[config.mk]
export PLATFORM = sky130hd
export DESIGN_NAME = sys_cmd_decoder
export DESIGN_NICKNAME = d
export VERILOG_FILES = /design/src/rtl/sys_cmd_decoder_pkg.sv /design/src/rtl/sys_cmd_decoder.sv
export SDC_FILE = /design/constraint.sdc
export NUM_CORES = 1
export LEC_CHECK = 0
export CAP_MARGIN = 25
export CORE_MARGIN = 5
export CORE_UTILIZATION = 46
export DETAILED_ROUTE_END_ITERATION = 10
export PLACE_DENSITY = 0.76
export REMOVE_ABC_BUFFERS = 1
export SLEW_MARGIN = 30
export SYNTH_ARGS = -nofsm -noshare
export SYNTH_HDL_FRONTEND = slang
export SYNTH_SLANG_ARGS = --single-unit
[constraint.sdc]
create_clock -name CLK -period 4.8 [get_ports CLK]
set_input_delay 1.44 -clock CLK [delete_from_list [all_inputs] [get_ports CLK]]
set_output_delay 1.44 -clock CLK [all_outputs]
set_load 0.01 [all_outputs]
[src/rtl/sys_cmd_decoder_pkg.sv]
// sys_cmd_decoder_pkg
//   Shared definitions for the command-frame decoder: frame opcodes, the
//   decoder state encoding, the register addresses that hold the ALU
//   operands, and a helper that says which states refuse incoming bytes.
package sys_cmd_decoder_pkg;

  // Frame opcodes (first byte of every frame)
  localparam logic [7:0] CMD_WR      = 8'hAA;  // AA addr data
  localparam logic [7:0] CMD_RD      = 8'hBB;  // BB addr
  localparam logic [7:0] CMD_ALU     = 8'hCC;  // CC opA opB func
  localparam logic [7:0] CMD_ALU_NOP = 8'hDD;  // DD func (operands already loaded)

  // Register-file locations of the ALU operands
  localparam int unsigned ALU_A_ADDR = 0;
  localparam int unsigned ALU_B_ADDR = 1;

  typedef enum logic [3:0] {
    ST_IDLE,
    ST_WR_ADDR,
    ST_WR_DATA,
    ST_RD_ADDR,
    ST_RD_WAIT,
    ST_ALU_A,
    ST_ALU_B,
    ST_ALU_FUNC,
    ST_ALU_WAIT,
    ST_TX_BYTE,
    ST_TX_HI
  } state_e;

  // States in which the decoder is waiting on the register file, the ALU or
  // the TX FIFO; a byte arriving here cannot be parsed and is discarded.
  function automatic logic rx_blocked(input state_e s);
    return (s == ST_RD_WAIT) || (s == ST_ALU_WAIT) ||
           (s == ST_TX_BYTE) || (s == ST_TX_HI);
  endfunction

endpackage

[src/rtl/sys_cmd_decoder.sv]
// sys_cmd_decoder
//   Parses received command frames (write / read / ALU op / ALU op without
//   operands), drives the register file and the ALU with one-cycle strobes,
//   and returns read data or the 16-bit ALU result (low byte first) to the
//   TX FIFO, stalling while the FIFO reports full. Every output is a
//   register.
//
// Ports
//   CLK, RST        reference clock, asynchronous active-high reset
//   RX_P_DATA/VLD   received byte and its single-cycle valid strobe
//   WrEn/RdEn       register-file write/read strobes
//   Address/WrData  register-file address and write data (held between strobes)
//   RdData(_Valid)  register-file read response
//   ALU_FUN/ALU_EN  ALU function code and start strobe
//   CLKG_EN         ALU clock-gate enable, high while an ALU op is pending
//   ALU_OUT/OUT_Valid ALU result and its valid strobe
//   TX_P_DATA/TX_D_VLD byte and write strobe toward the TX FIFO
//   FIFO_FULL       TX FIFO full flag (backpressure)
//   DROP            pulse: a byte arrived while the decoder was busy
module sys_cmd_decoder
  import sys_cmd_decoder_pkg::*;
#(
  parameter int DATA_W    = 8,
  parameter int ADDR_W    = 4,
  parameter int ALU_OUT_W = 16
) (
  input  logic                 CLK,
  input  logic                 RST,
  input  logic [DATA_W-1:0]    RX_P_DATA,
  input  logic                 RX_D_VLD,
  output logic                 WrEn,
  output logic                 RdEn,
  output logic [ADDR_W-1:0]    Address,
  output logic [DATA_W-1:0]    WrData,
  input  logic [DATA_W-1:0]    RdData,
  input  logic                 RdData_Valid,
  output logic [3:0]           ALU_FUN,
  output logic                 ALU_EN,
  output logic                 CLKG_EN,
  input  logic [ALU_OUT_W-1:0] ALU_OUT,
  input  logic                 OUT_Valid,
  output logic [DATA_W-1:0]    TX_P_DATA,
  output logic                 TX_D_VLD,
  input  logic                 FIFO_FULL,
  output logic                 DROP
);

  state_e              state_q;
  logic [ADDR_W-1:0]   wr_addr_q;   // address byte of a write frame
  logic [DATA_W-1:0]   hi_q;        // ALU result high byte, sent second
  logic                resp_alu_q;  // pending response is a two-byte ALU result

  always_ff @(posedge CLK or posedge RST) begin
    if (RST) begin
      state_q    <= ST_IDLE;
      wr_addr_q  <= '0;
      hi_q       <= '0;
      resp_alu_q <= 1'b0;
      WrEn       <= 1'b0;
      RdEn       <= 1'b0;
      ALU_EN     <= 1'b0;
      TX_D_VLD   <= 1'b0;
      CLKG_EN    <= 1'b0;
      DROP       <= 1'b0;
      Address    <= '0;
      WrData     <= '0;
      TX_P_DATA  <= '0;
      ALU_FUN    <= '0;
    end else begin
      // Strobes default low so each lasts exactly one cycle.
      WrEn     <= 1'b0;
      RdEn     <= 1'b0;
      ALU_EN   <= 1'b0;
      TX_D_VLD <= 1'b0;
      DROP     <= RX_D_VLD && rx_blocked(state_q);

      case (state_q)
        ST_IDLE: begin
          if (RX_D_VLD) begin
            // Unknown opcodes are silently ignored, not reported as drops.
            case (RX_P_DATA)
              DATA_W'(CMD_WR):      state_q <= ST_WR_ADDR;
              DATA_W'(CMD_RD):      state_q <= ST_RD_ADDR;
              DATA_W'(CMD_ALU):     state_q <= ST_ALU_A;
              DATA_W'(CMD_ALU_NOP): begin
                state_q <= ST_ALU_FUNC;
                CLKG_EN <= 1'b1;
              end
              default:              state_q <= ST_IDLE;
            endcase
          end
        end

        ST_WR_ADDR: begin
          if (RX_D_VLD) begin
            wr_addr_q <= RX_P_DATA[ADDR_W-1:0];
            state_q   <= ST_WR_DATA;
          end
        end

        ST_WR_DATA: begin
          if (RX_D_VLD) begin
            WrEn    <= 1'b1;
            Address <= wr_addr_q;
            WrData  <= RX_P_DATA;
            state_q <= ST_IDLE;
          end
        end

        ST_RD_ADDR: begin
          if (RX_D_VLD) begin
            RdEn    <= 1'b1;
            Address <= RX_P_DATA[ADDR_W-1:0];
            state_q <= ST_RD_WAIT;
          end
        end

        ST_RD_WAIT: begin
          // The byte goes straight onto the TX bus; if the FIFO is full it
          // is parked there (no strobe) until TX_BYTE sees room.
          if (RdData_Valid) begin
            resp_alu_q <= 1'b0;
            TX_P_DATA  <= RdData;
            TX_D_VLD   <= !FIFO_FULL;
            state_q    <= FIFO_FULL ? ST_TX_BYTE : ST_IDLE;
          end
        end

        ST_ALU_A: begin
          if (RX_D_VLD) begin
            WrEn    <= 1'b1;
            Address <= ADDR_W'(ALU_A_ADDR);
            WrData  <= RX_P_DATA;
            state_q <= ST_ALU_B;
          end
        end

        ST_ALU_B: begin
          if (RX_D_VLD) begin
            WrEn    <= 1'b1;
            Address <= ADDR_W'(ALU_B_ADDR);
            WrData  <= RX_P_DATA;
            CLKG_EN <= 1'b1;
            state_q <= ST_ALU_FUNC;
          end
        end

        ST_ALU_FUNC: begin
          if (RX_D_VLD) begin
            ALU_FUN <= RX_P_DATA[3:0];
            ALU_EN  <= 1'b1;
            state_q <= ST_ALU_WAIT;
          end
        end

        ST_ALU_WAIT: begin
          if (OUT_Valid) begin
            resp_alu_q <= 1'b1;
            hi_q       <= ALU_OUT[2*DATA_W-1:DATA_W];
            TX_P_DATA  <= ALU_OUT[DATA_W-1:0];
            TX_D_VLD   <= !FIFO_FULL;
            CLKG_EN    <= 1'b0;
            state_q    <= FIFO_FULL ? ST_TX_BYTE : ST_TX_HI;
          end
        end

        ST_TX_BYTE: begin
          // TX_P_DATA already holds the pending byte.
          if (!FIFO_FULL) begin
            TX_D_VLD <= 1'b1;
            state_q  <= resp_alu_q ? ST_TX_HI : ST_IDLE;
          end
        end

        ST_TX_HI: begin
          // Loading the high byte here is harmless while stalled: no strobe
          // accompanies it until the FIFO has room.
          TX_P_DATA <= hi_q;
          if (!FIFO_FULL) begin
            TX_D_VLD <= 1'b1;
            state_q  <= ST_IDLE;
          end
        end

        default: state_q <= ST_IDLE;
      endcase
    end
  end

endmodule

Word-level counts from Yosys, hierarchy flattened
Index checks and enable logic that the tools add are counted. W data, S select, Z words.

Equal/unequal tests: 26. Muxes and demuxes: 39. Reductions and logical operators: 21.

Operators with widths (count): $mux W4 (16); $pmux W4 S11 (1); $eq A8 B8 Y1 const B (4); $pmux W8 S3 (1); $ne A2 B2 Y1 const B (11); $eq A4 B3 Y1 const B (4); $mux W8 (2); $pmux W4 S4 (1); $mux W1 (13); $eq A4 B4 Y1 const B (3); $pmux W3 S4 (1); $reduce_and A11 Y1 (1); $reduce_and A5 Y1 (2); $eq A4 B2 Y1 const B (2); $reduce_and A2 Y1 (4); $pmux W1 S3 (2); $reduce_and A3 Y1 (2); $reduce_bool A3 Y1 (2); $eq A4 B1 Y1 const B (1); $logic_not A4 Y1 (1); $reduce_bool A4 Y1 (1); $logic_or A1 B1 Y1 (3); $reduce_or A3 Y1 (1); $mux W2 (1); 6 further kinds (6).

Register bits: 47. Bits of input ports: 38. Output and inout bits: 30.

Depth between registers and ports, before layout
Gate-level depths: netlist (run 1).

Depth after elaboration: 5. Mapped depth: 7.

Least setup slack after synthesis (run 1)
Ideal clock, no wire load.

Kind: input -> register. From: input port RdData_Valid. To: register state_q[0]. Setup time: 125 ps. Arrival: 2275 ps. Path slack: 2400 ps. Stages: 4. Path through: nor3b_1 o21a_1 a311oi_4 mux2_4.

Word-level cells in the longest chain between the ends: 2.

RTL lines: from (decl) (RTL line sys_cmd_decoder.sv:36) `input logic RdData_Valid,`; $ne A2 B2 Y1 (no source line); $reduce_and A11 Y1 (no source line); to (signal assigned) (RTL line sys_cmd_decoder.sv:125) `state_q <= FIFO_FULL ? ST_TX_BYTE : ST_IDLE;`; to (signal assigned) (RTL line sys_cmd_decoder.sv:163) `state_q <= FIFO_FULL ? ST_TX_BYTE : ST_TX_HI;`; to (signal assigned) (RTL line sys_cmd_decoder.sv:171) `state_q <= resp_alu_q ? ST_TX_HI : ST_IDLE;`; to (decl) (RTL line sys_cmd_decoder.sv:48) `state_e state_q;`.

No other way between the ends. A chain may end at the register's enable or synchronous reset.

Worst setup path after layout (run 1)
From: input port RX_D_VLD. To: register WrData[0].

Word-level cells in the longest chain between the ends: 1.

RTL lines: from (decl) (RTL line sys_cmd_decoder.sv:30) `input logic RX_D_VLD,`; $reduce_and A2 Y1 (no source line); to (signal assigned) (RTL line sys_cmd_decoder.sv:66) `WrData <= '0;`; to (signal assigned) (RTL line sys_cmd_decoder.sv:105) `WrData <= RX_P_DATA;`; to (signal assigned) (RTL line sys_cmd_decoder.sv:133) `WrData <= RX_P_DATA;`; to (decl) (RTL line sys_cmd_decoder.sv:34) `output logic [DATA_W-1:0] WrData,`.

No other way between the ends.

==> out/metrics.cfg, run 1 <==
[global_route]
grt_max_degree = 48
overflow = 0
grt_pass1_wl_mm = 9.390
antenna_found_initial = 0
grt_use_total = 0.1643
grt_pass1_vias = 1837

[worst_hold_path]
min_path_type = reg -> reg
worstHoldStart = hi_q[0]
holdPathEnd = hi_q[0]
min_delay_path_depth = 1

[drt]
firstDrtPassIters = 6
routed_via_density = 5.309
drt_wl_total_mm = 5.552
first_iter_violations = 147
drc = 0
vias = 1858
wl_per_cell_um = 15.86
antenna_left = 0

[logic_synthesis]
synth.ff_latch_count = 47
yosysTopAreaCellShare = 0.4688
synthFlopType = dfrtp_1
yosysTopAreaCell = dfrtp_1
ys_types = 58
yosysSeqAreaShare = 0.4688
yosysWarnings = 0
synth.cell_area_mm2 = 0.002509
synthTopCellsByArea = dfrtp_1, mux2_2, mux2i_1, o21ai_0, buf_6
syn_inst = 218
syn_area_per_cell_um2 = 11.51
synth_edf_count = 0
async_reset_ff_frac = 1.000

[floorplanning]
start_util = 0.4820
die_y_um = 83.85
die_w_um = 83.85
dieArea_mm2 = 0.007031
rows = 26
core_mm2 = 0.005205
io_pins = 68

[placement]
dp_hpwl_mm = 4.006
place.port_buffers = 67
gp_congestion = 0.8545

[final_layout]
drive_above_1_share = 0.1643
final_core_util = 0.6252
fillers = 454
n_antenna_cell = 0
synthToLayoutAreaGrowth_pct = 29.73
fin_nets = 317

[timing]
relSlewSlack = 0.4020
grt_setup_unrepaired = false
setup_viol = 0
fin_crit_ps = 2953
maxClockFrequency_mhz = 338.6
hold_viol = 0
fin_crit_sh = 0.6153
fin_skew_ps = 6.519
maxSlewViolCount = 0
worst_slew_pin_slew_ps = 897.0
finalSetupTns_ps = 0

[cts]
postCtsHoldBufs = 0
cts-resized-gates = 0
clkSlewWorstSetupHoldPaths_ps = 90
cts_max_path_buffers = 2
cts_made_buffers = 5
clock_latency_ps = 290
post-cts-setup-buffer-count = 0
cts_root_buf = clkbuf_8
htreeDepth = 2
tritoncts = built
numClockSinks = 47

[critical_path]
reg2reg_depth = 3
reg2reg_to = WrData[0]
cp-end-kind = flop
timing.rr.start = state_q[0]
cp_cell_sequence = clkdlybuf4s50_1 -> nand2b_1 -> a21oi_2 -> mux2_2
cp-start-kind = input pin
critPathArrivalTime_ps = 3140
slowest_stage = clkdlybuf4s50_1
crit_type = in -> reg
critPathMaxFanout = 13
slowest_delay_ps = 620
r2r_slack_ps = 2480
cp.required_ps = 4990

[status]
status = finished, final reports clean

[power_and_ir_drop]
leakagePower_nw = 1.305
p_per_area_mw_per_mm2 = 498.6
vdd_drop_max_mv = 0.2443

[flow_run]
max_cap_viol_count = 0

layout make-up:
class	count	area (um2)	share of cell area
clock buffer	6	72.57	0.02230
clock inverter	2	12.51	0.003845
inverter	10	40.04	0.01230
multi-input combinational	147	1187	0.3649
sequential	47	1176	0.3614
tap	70	87.58	0.02691
timing repair buffer	68	678.2	0.2084
through the flow:
step / std cells / cell area, um2 / hold WS, ps / setup slack (ps) / total power, mW
CTS: 350 / 3248 / 510.0 / 1894 / 1.639
global placement: 342 / 3161 / 485.1 / 1594 / 1.386
global route: 350 / 3254 / 529.1 / 1808 / 1.741
detailed placement: 342 / 3163 / 487.5 / 1563 / 1.401
finish: 350 / 3254 / 508.8 / 1847 / 1.623
floorplan: 204 / 2395 / 472.7 / 2244 / 1.079
registers in the layout, indices dropped and copies added, names as in the netlist:
signal	cells
CLKG_EN	1
RdEn	1
DROP	1
hi_q	8
TX_P_DATA	8
WrEn	1
resp_alu_q	1
WrData	8
Address	4
ALU_EN	1
wr_addr_q	4
ALU_FUN	4
TX_D_VLD	1
state_q	4
worst max path at each step:
| stage | slack, ps | cells past startpoint | startpoint | end |
|---|---|---|---|---|
| after floorplan | 2240 | 1 | RST | ALU_EN |
| after global placement | 1590 | 4 | RX_D_VLD | WrData[5] |
| after global routing | 1810 | 4 | RX_D_VLD | WrData[4] |
| after detailed placement | 1560 | 4 | RX_D_VLD | WrData[4] |
| after CTS | 1890 | 4 | RX_D_VLD | WrData[4] |
| final | 1850 | 4 | RX_D_VLD | WrData[0] |
Yosys cell counts (2+ instances only):
master      n
a21oi_1     3
mux2i_1    16
a2bb2oi_1   2
nand4_1     2
nor3b_1     2
mux2_4      2
nor2b_1     5
buf_2       3
nand4bb_1   2
buf_6       6
nand3b_1    2
o21ai_0    15
nor3_1      5
buf_4       3
nand2_1    17
o31ai_1     2
a31oi_1     5
nor2_1      3
a22oi_1     2
inv_1      10
and2_1      2
nand2b_1    3
mux2_2     25
dfrtp_1    47
per-layer routing:
metal | track usage | part of all wire | up-vias
met5 | 0 | 0 | -
met3 | 0.03949 | 0.047 | 4
met4 | 0.04386 | 0.0083 | 0
met2 | 0.2552 | 0.48 | 44
li1 | - | - | 903
met1 | 0.2298 | 0.47 | 907
cell usage in the layout, fill, tap and decap left out, types with 2 or more instances in the layout:
cell             Yosys  final
a21oi_1              3      3
a22oi_1              2      2
a2bb2oi_1            2      2
a31oi_1              5      5
and2_1               2      2
clkbuf_8             0      5
clkdlybuf4s50_1      0     67
dfrtp_1             47     47
inv_1               10      9
mux2_2              25     25
mux2_4               2      2
mux2i_1             16     16
nand2_1             17     17
nand2b_1             3      3
nand3b_1             2      2
nand4_1              2      2
nand4bb_1            2      2
nor2_1               3      3
nor2b_1              5      5
nor3_1               5      5
nor3b_1              2      2
o21ai_0             15     15
o31ai_1              2      2
where the power goes:
group          internal, mW  leakage (nW)  switching (mW)
clock network         0.102        0.0412           0.129
registers             0.546         0.581           0.131
logic                 0.419         0.683           0.295
total                  1.07          1.31           0.555
critical path, delay by kind of cell:
family | cells | cell delay (ps)
buffers and inverters | 1 | 620
AND/OR/NAND/NOR | 1 | 130
multiplexers | 1 | 410
AO/OA/AOI/OAI | 1 | 540
logic make-up after synthesis:
| kind of cell | count (synthesis) | share of synthesized area |
|---|---|---|
| mux | 43 | 0.1880 |
| simple gates | 59 | 0.1516 |
| xor+xnor | 2 | 0.006984 |
| flops | 47 | 0.4688 |
| compound gates | 43 | 0.1242 |
| buf+inv | 24 | 0.06034 |
Note: power is estimated with default switching activity, not from simulation.
==> run 2, diff against run 1 <==
Settings changed: CORE_UTILIZATION 46 to 44.
Clock period 4.8 ns to 2.58 ns, I/O delays scaled along.
==> out/metrics.cfg, run 2 (synthesized netlist as in run 1, its figures left out) <==
[critical_path]
critPathArrivalTime_ps = 2250  ; was 3140 ps
crit_cells = 5  ; was 4
worst-path-buf-inv = 1  ; unchanged
critPathMaxFanout = 4  ; was 13
slowest_stage = clkdlybuf4s50_1  ; unchanged
reg2reg_to = state_q[2]  ; was WrData[0]
cp.required_ps = 2780  ; was 4990 ps
worstSetupStartpoint = RdData_Valid  ; was RX_D_VLD
cp-end-kind = flop  ; unchanged
reg2reg_depth = 4  ; was 3
r2r_slack_ps = 550  ; was 2480 ps
cp-start-kind = input pin  ; unchanged
timing.rr.start = state_q[2]  ; was state_q[0]
endpoint = state_q[2]  ; was WrData[0]
slowest_delay_ps = 540  ; was 620 ps
crit_type = in -> reg  ; unchanged
cp_cell_sequence = clkdlybuf4s50_1 -> nor3b_1 -> o21a_1 -> a311oi_4 -> mux2_4  ; was clkdlybuf4s50_1 -> nand2b_1 -> a21oi_2 -> mux2_2
crit_family = buffers and inverters  ; unchanged

[drt]
antenna_left = 0  ; unchanged
first_iter_violations = 112  ; was 147
drt_wl_total_mm = 5.791  ; was 5.552 mm
routed_via_density = 5.285  ; was 5.309
firstDrtPassIters = 4  ; was 6
wl_per_cell_um = 16.00  ; was 15.86 um
vias = 1913  ; was 1858
drc = 0  ; unchanged

[power_and_ir_drop]
leakagePower_nw = 1.364  ; was 1.305 nW
vdd_drop_max_mv = 0.5199  ; was 0.2443 mV
p_per_area_mw_per_mm2 = 927.5  ; was 498.6 mW/mm2

[final_layout]
fillers = 480  ; was 454
drive_above_1_share = 0.1966  ; was 0.1643
synthToLayoutAreaGrowth_pct = 33.27  ; was 29.73%
final-instance-count-excl-fill = 362  ; was 350
reg_top3 = TX_P_DATA x8, WrData x8, hi_q x8  ; unchanged
layout_commonest_cell = clkdlybuf4s50_1  ; unchanged
ff_latch_area_mm2 = 0.001176  ; unchanged
fin_nets = 327  ; was 317
n_antenna_cell = 0  ; unchanged
multi_input_area_mm2 = 0.001181  ; was 0.001187 mm2
layout_common_cells = clkdlybuf4s50_1, dfrtp_1, mux2_2  ; unchanged

[cts]
cts_made_buffers = 5  ; unchanged
numClockSinks = 47  ; unchanged
clock_latency_ps = 310  ; was 290 ps
cts_max_path_buffers = 2  ; unchanged
cts_root_buf = clkbuf_8  ; unchanged
tritoncts = built  ; unchanged
post-cts-setup-buffer-count = 0  ; unchanged
cts-resized-gates = 0  ; unchanged
postCtsHoldBufs = 0  ; unchanged
clkSlewWorstSetupHoldPaths_ps = 90  ; about the same
htreeDepth = 2  ; unchanged

[placement]
dp_hpwl_mm = 4.361  ; was 4.006 mm
preCtsSetupSlack_ps = 202.0  ; was 1563 ps
gp_congestion = 0.8396  ; was 0.8545
place.port_buffers = 67  ; unchanged
placedCellCount = 354  ; was 342

[timing]
grt_setup_unrepaired = false  ; unchanged
maxSlewViolCount = 0  ; unchanged
relSlewSlack = 0.4556  ; was 0.4020
fin_skew_ps = 6.629  ; was 6.519 ps
fin_crit_ps = 2053
hold_viol = 0  ; unchanged
fin_crit_sh = 0.7959
finalWorstSetupSlack_ps = 526.6  ; was 1847 ps
worst_slew_pin_slew_ps = 816.6  ; was 897.0 ps
hold_ws_ps = 510.4  ; was 508.8 ps
maxClockFrequency_mhz = 487.0
finalSetupTns_ps = 0  ; unchanged
setup_viol = 0  ; unchanged

[global_route]
grt_pass1_wl_mm = 9.715  ; was 9.390 mm
grt_use_total = 0.1678  ; was 0.1643
grt_max_degree = 28  ; was 48
antenna_found_initial = 0  ; unchanged
overflow = 0  ; unchanged
grt_pass1_vias = 1960  ; was 1837

[floorplanning]
die_y_um = 85.51  ; was 83.85 um
core_mm2 = 0.005540  ; was 0.005205 mm2
die_w_um = 85.51  ; was 83.85 um
rows = 27  ; was 26
dieArea_mm2 = 0.007312  ; was 0.007031 mm2
io_pins = 68  ; unchanged
start_util = 0.4528  ; was 0.4820

[flow_run]
max_cap_viol_count = 0  ; unchanged

[worst_hold_path]
min_path_type = reg -> reg  ; unchanged

[status]
status = finished, final reports clean  ; unchanged

run 2: worst reg2reg max path: stages (launching register included):
cell	delay, ps
dfrtp_1	760
nor2b_1	260
buf_4	220
a311oi_4	360
mux2_4	330
run 2: worst min-delay path by stage:
stage / depth (start not counted) / start / end
5_1_grt: 1 / wr_addr_q[1] / wr_addr_q[1]
3_5_place_dp: 1 / wr_addr_q[1] / wr_addr_q[1]
6_report: 1 / hi_q[0] / hi_q[0]
2_1_floorplan: 1 / wr_addr_q[1] / wr_addr_q[1]
4_1_cts: 1 / hi_q[0] / hi_q[0]
3_3_place_gp: 1 / wr_addr_q[1] / wr_addr_q[1]
run 2: area by class of cell:
type,instances,area share
timing repair buffer,78,0.2290
sequential,47,0.3518
multi-input combinational,147,0.3533
clock buffer,5,0.02058
tap,72,0.02695
clock inverter,3,0.007111
inverter,10,0.01123
run 2: power breakdown:
| group | leakage, nW | switching (mW) | total (mW) | internal [mW] |
|---|---|---|---|---|
| clock | 0.0408 | 0.265 | 0.459 | 0.194 |
| sequential | 0.581 | 0.200 | 1.22 | 1.02 |
| combinational | 0.742 | 0.608 | 1.42 | 0.817 |
| total | 1.36 | 1.07 | 3.10 | 2.03 |
run 2: per-layer routing:
layer	routed length, um	up-vias	GRT usage
met1	2598	933	0.2175
met4	87	0	0.06475
met3	204	9	0.03458
li1	-	925	-
met2	2901	46	0.2754
met5	0	-	0
run 2: metrics by stage:
stage / cell area, um2 / util / power (mW)
finish: 3343 / 0.6034 / 3.101
detailed placement: 3251 / 0.5867 / 2.667
global route: 3343 / 0.6034 / 3.315
floorplan: 2395 / - / 2.007
global placement: 3251 / 0.5867 / 2.632
CTS: 3343 / 0.6034 / 3.130
==> run 3, diff against run 2 <==
Settings changed: CORE_UTILIZATION 44 to 46.
Clock period 2.58 ns to 2.1 ns, I/O delays scaled along.
==> out/metrics.cfg, run 3 (synthesized netlist as in run 1, its figures left out) <==
[status]
status = finished, final reports clean  ; unchanged

[final_layout]
layout_common_cells = clkdlybuf4s50_1, dfrtp_1, mux2_2  ; unchanged
synthToLayoutAreaGrowth_pct = 38.65  ; was 33.27%
drive_above_1_share = 0.2226  ; was 0.1966
reg_top3 = TX_P_DATA x8, WrData x8, hi_q x8  ; unchanged
fillers = 403  ; was 480
final-instance-count-excl-fill = 371  ; was 362
layout_commonest_cell = clkdlybuf4s50_1  ; unchanged
fin_nets = 339  ; was 327
n_antenna_cell = 0  ; unchanged

[cts]
cts_max_path_buffers = 2  ; unchanged
htreeDepth = 2  ; unchanged
numClockSinks = 47  ; unchanged
cts_made_buffers = 5  ; unchanged
clock_latency_ps = 290  ; was 310 ps
cts-resized-gates = 0  ; unchanged
tritoncts = built  ; unchanged
postCtsHoldBufs = 0  ; unchanged
clkSlewWorstSetupHoldPaths_ps = 80  ; was 90 ps
cts_root_buf = clkbuf_8  ; unchanged
post-cts-setup-buffer-count = 0  ; unchanged

[timing]
maxSlewViolCount = 0  ; unchanged
hold_viol = 0  ; unchanged
setup_viol = 0  ; unchanged
fin_skew_ps = 3.345  ; was 6.629 ps
hold_ws_ps = 506.4  ; was 510.4 ps
worst_slew_pin_slew_ps = 562.5  ; was 816.6 ps
fin_crit_ps = 1863
finalSetupTns_ps = 0  ; unchanged
maxClockFrequency_mhz = 536.7
relSlewSlack = 0.6250  ; was 0.4556
grt_setup_unrepaired = false  ; unchanged
fin_crit_sh = 0.8872

[critical_path]
crit_type = in -> reg  ; unchanged
cp-start-kind = input pin  ; unchanged
cp_cell_sequence = clkdlybuf4s50_1 -> and3_1 -> and2_1 -> mux2_2  ; was clkdlybuf4s50_1 -> nor3b_1 -> o21a_1 -> a311oi_4 -> mux2_4
slowest_delay_ps = 580  ; was 540 ps
worst-path-buf-inv = 1  ; unchanged
critPathArrivalTime_ps = 2050  ; was 2250 ps
slowest_stage = clkdlybuf4s50_1  ; unchanged
critPathMaxFanout = 6  ; was 4
cp.required_ps = 2280  ; was 2780 ps
crit_family = buffers and inverters  ; unchanged
cp-end-kind = flop  ; unchanged

[global_route]
grt_use_total = 0.1696  ; was 0.1678
antenna_found_initial = 0  ; unchanged
grt_pass1_vias = 2023  ; was 1960
overflow = 0  ; unchanged
grt_max_degree = 48  ; was 28
grt_pass1_wl_mm = 9.777  ; was 9.715 mm

[drt]
wl_per_cell_um = 15.28  ; was 16.00 um
antenna_left = 0  ; unchanged
firstDrtPassIters = 4  ; unchanged
drc = 0  ; unchanged
vias = 1938  ; was 1913
drt_wl_total_mm = 5.668  ; was 5.791 mm
first_iter_violations = 99  ; was 112
routed_via_density = 5.224  ; was 5.285

[floorplanning]
io_pins = 68  ; unchanged
die_y_um = 83.85  ; was 85.51 um
dieArea_mm2 = 0.007031  ; was 0.007312 mm2
die_w_um = 83.85  ; was 85.51 um
start_util = 0.4820  ; was 0.4528
rows = 26  ; was 27
core_mm2 = 0.005205  ; was 0.005540 mm2

[power_and_ir_drop]
p_per_area_mw_per_mm2 = 1137  ; was 927.5 mW/mm2
leakagePower_nw = 1.443  ; was 1.364 nW
vdd_drop_max_mv = 0.6705  ; was 0.5199 mV
p_total_mw = 3.955  ; was 3.101 mW

[placement]
dp_hpwl_mm = 4.290  ; was 4.361 mm
place.port_buffers = 67  ; unchanged
placedCellCount = 364  ; was 354
gp_congestion = 0.8212  ; was 0.8396

[worst_hold_path]
min_path_type = reg -> reg  ; unchanged

[flow_run]
max_cap_viol_count = 0  ; unchanged

## run 3: worst paths after layout
check                             start            to  slack [ps]  cells after the start
max                            RX_D_VLD    ALU_FUN[1]         240                      4
min                        wr_addr_q[2]  wr_addr_q[2]         510                      1
max reg2reg                  state_q[1]    state_q[2]         270                      5
min reg2reg                wr_addr_q[2]  wr_addr_q[2]         510                      1
max in group asynchronous           RST      TX_D_VLD        1200                      3
min in group asynchronous           RST     WrData[4]         690                      3
## run 3: metrics by stage
step                instance area [um2]    util  setup slack (ps)
global route                       3478  0.6683             168.7
global placement                   3376  0.6486            -51.04
finish                             3478  0.6683             236.9
detailed placement                 3376  0.6486            -71.48
floorplan                          2395       -            -75.62
CTS                                3478  0.6683             230.0
## run 3: area by class of cell
type / instances / area (um2) / area share
clock inverter: 1 / 30.03 / 0.008633
sequential: 47 / 1176 / 0.3381
timing repair buffer: 90 / 893.4 / 0.2568
tap: 70 / 87.58 / 0.02518
clock buffer: 6 / 72.57 / 0.02086
multi-input combinational: 147 / 1181 / 0.3396
inverter: 10 / 37.54 / 0.01079
## run 3: per-layer routing
metal  track usage  up-vias  part of all wire
met1        0.2289      946              0.45
met4       0.04678        0             0.011
li1              -      944                 -
met2        0.2784       44              0.49
met5             0        -                 0
met3       0.03258        4             0.042
## run 3: where the power goes
group	switching (mW)	internal (mW)
Combinational	0.750	1.08
Sequential	0.253	1.25
Clock	0.278	0.349
Total	1.28	2.67
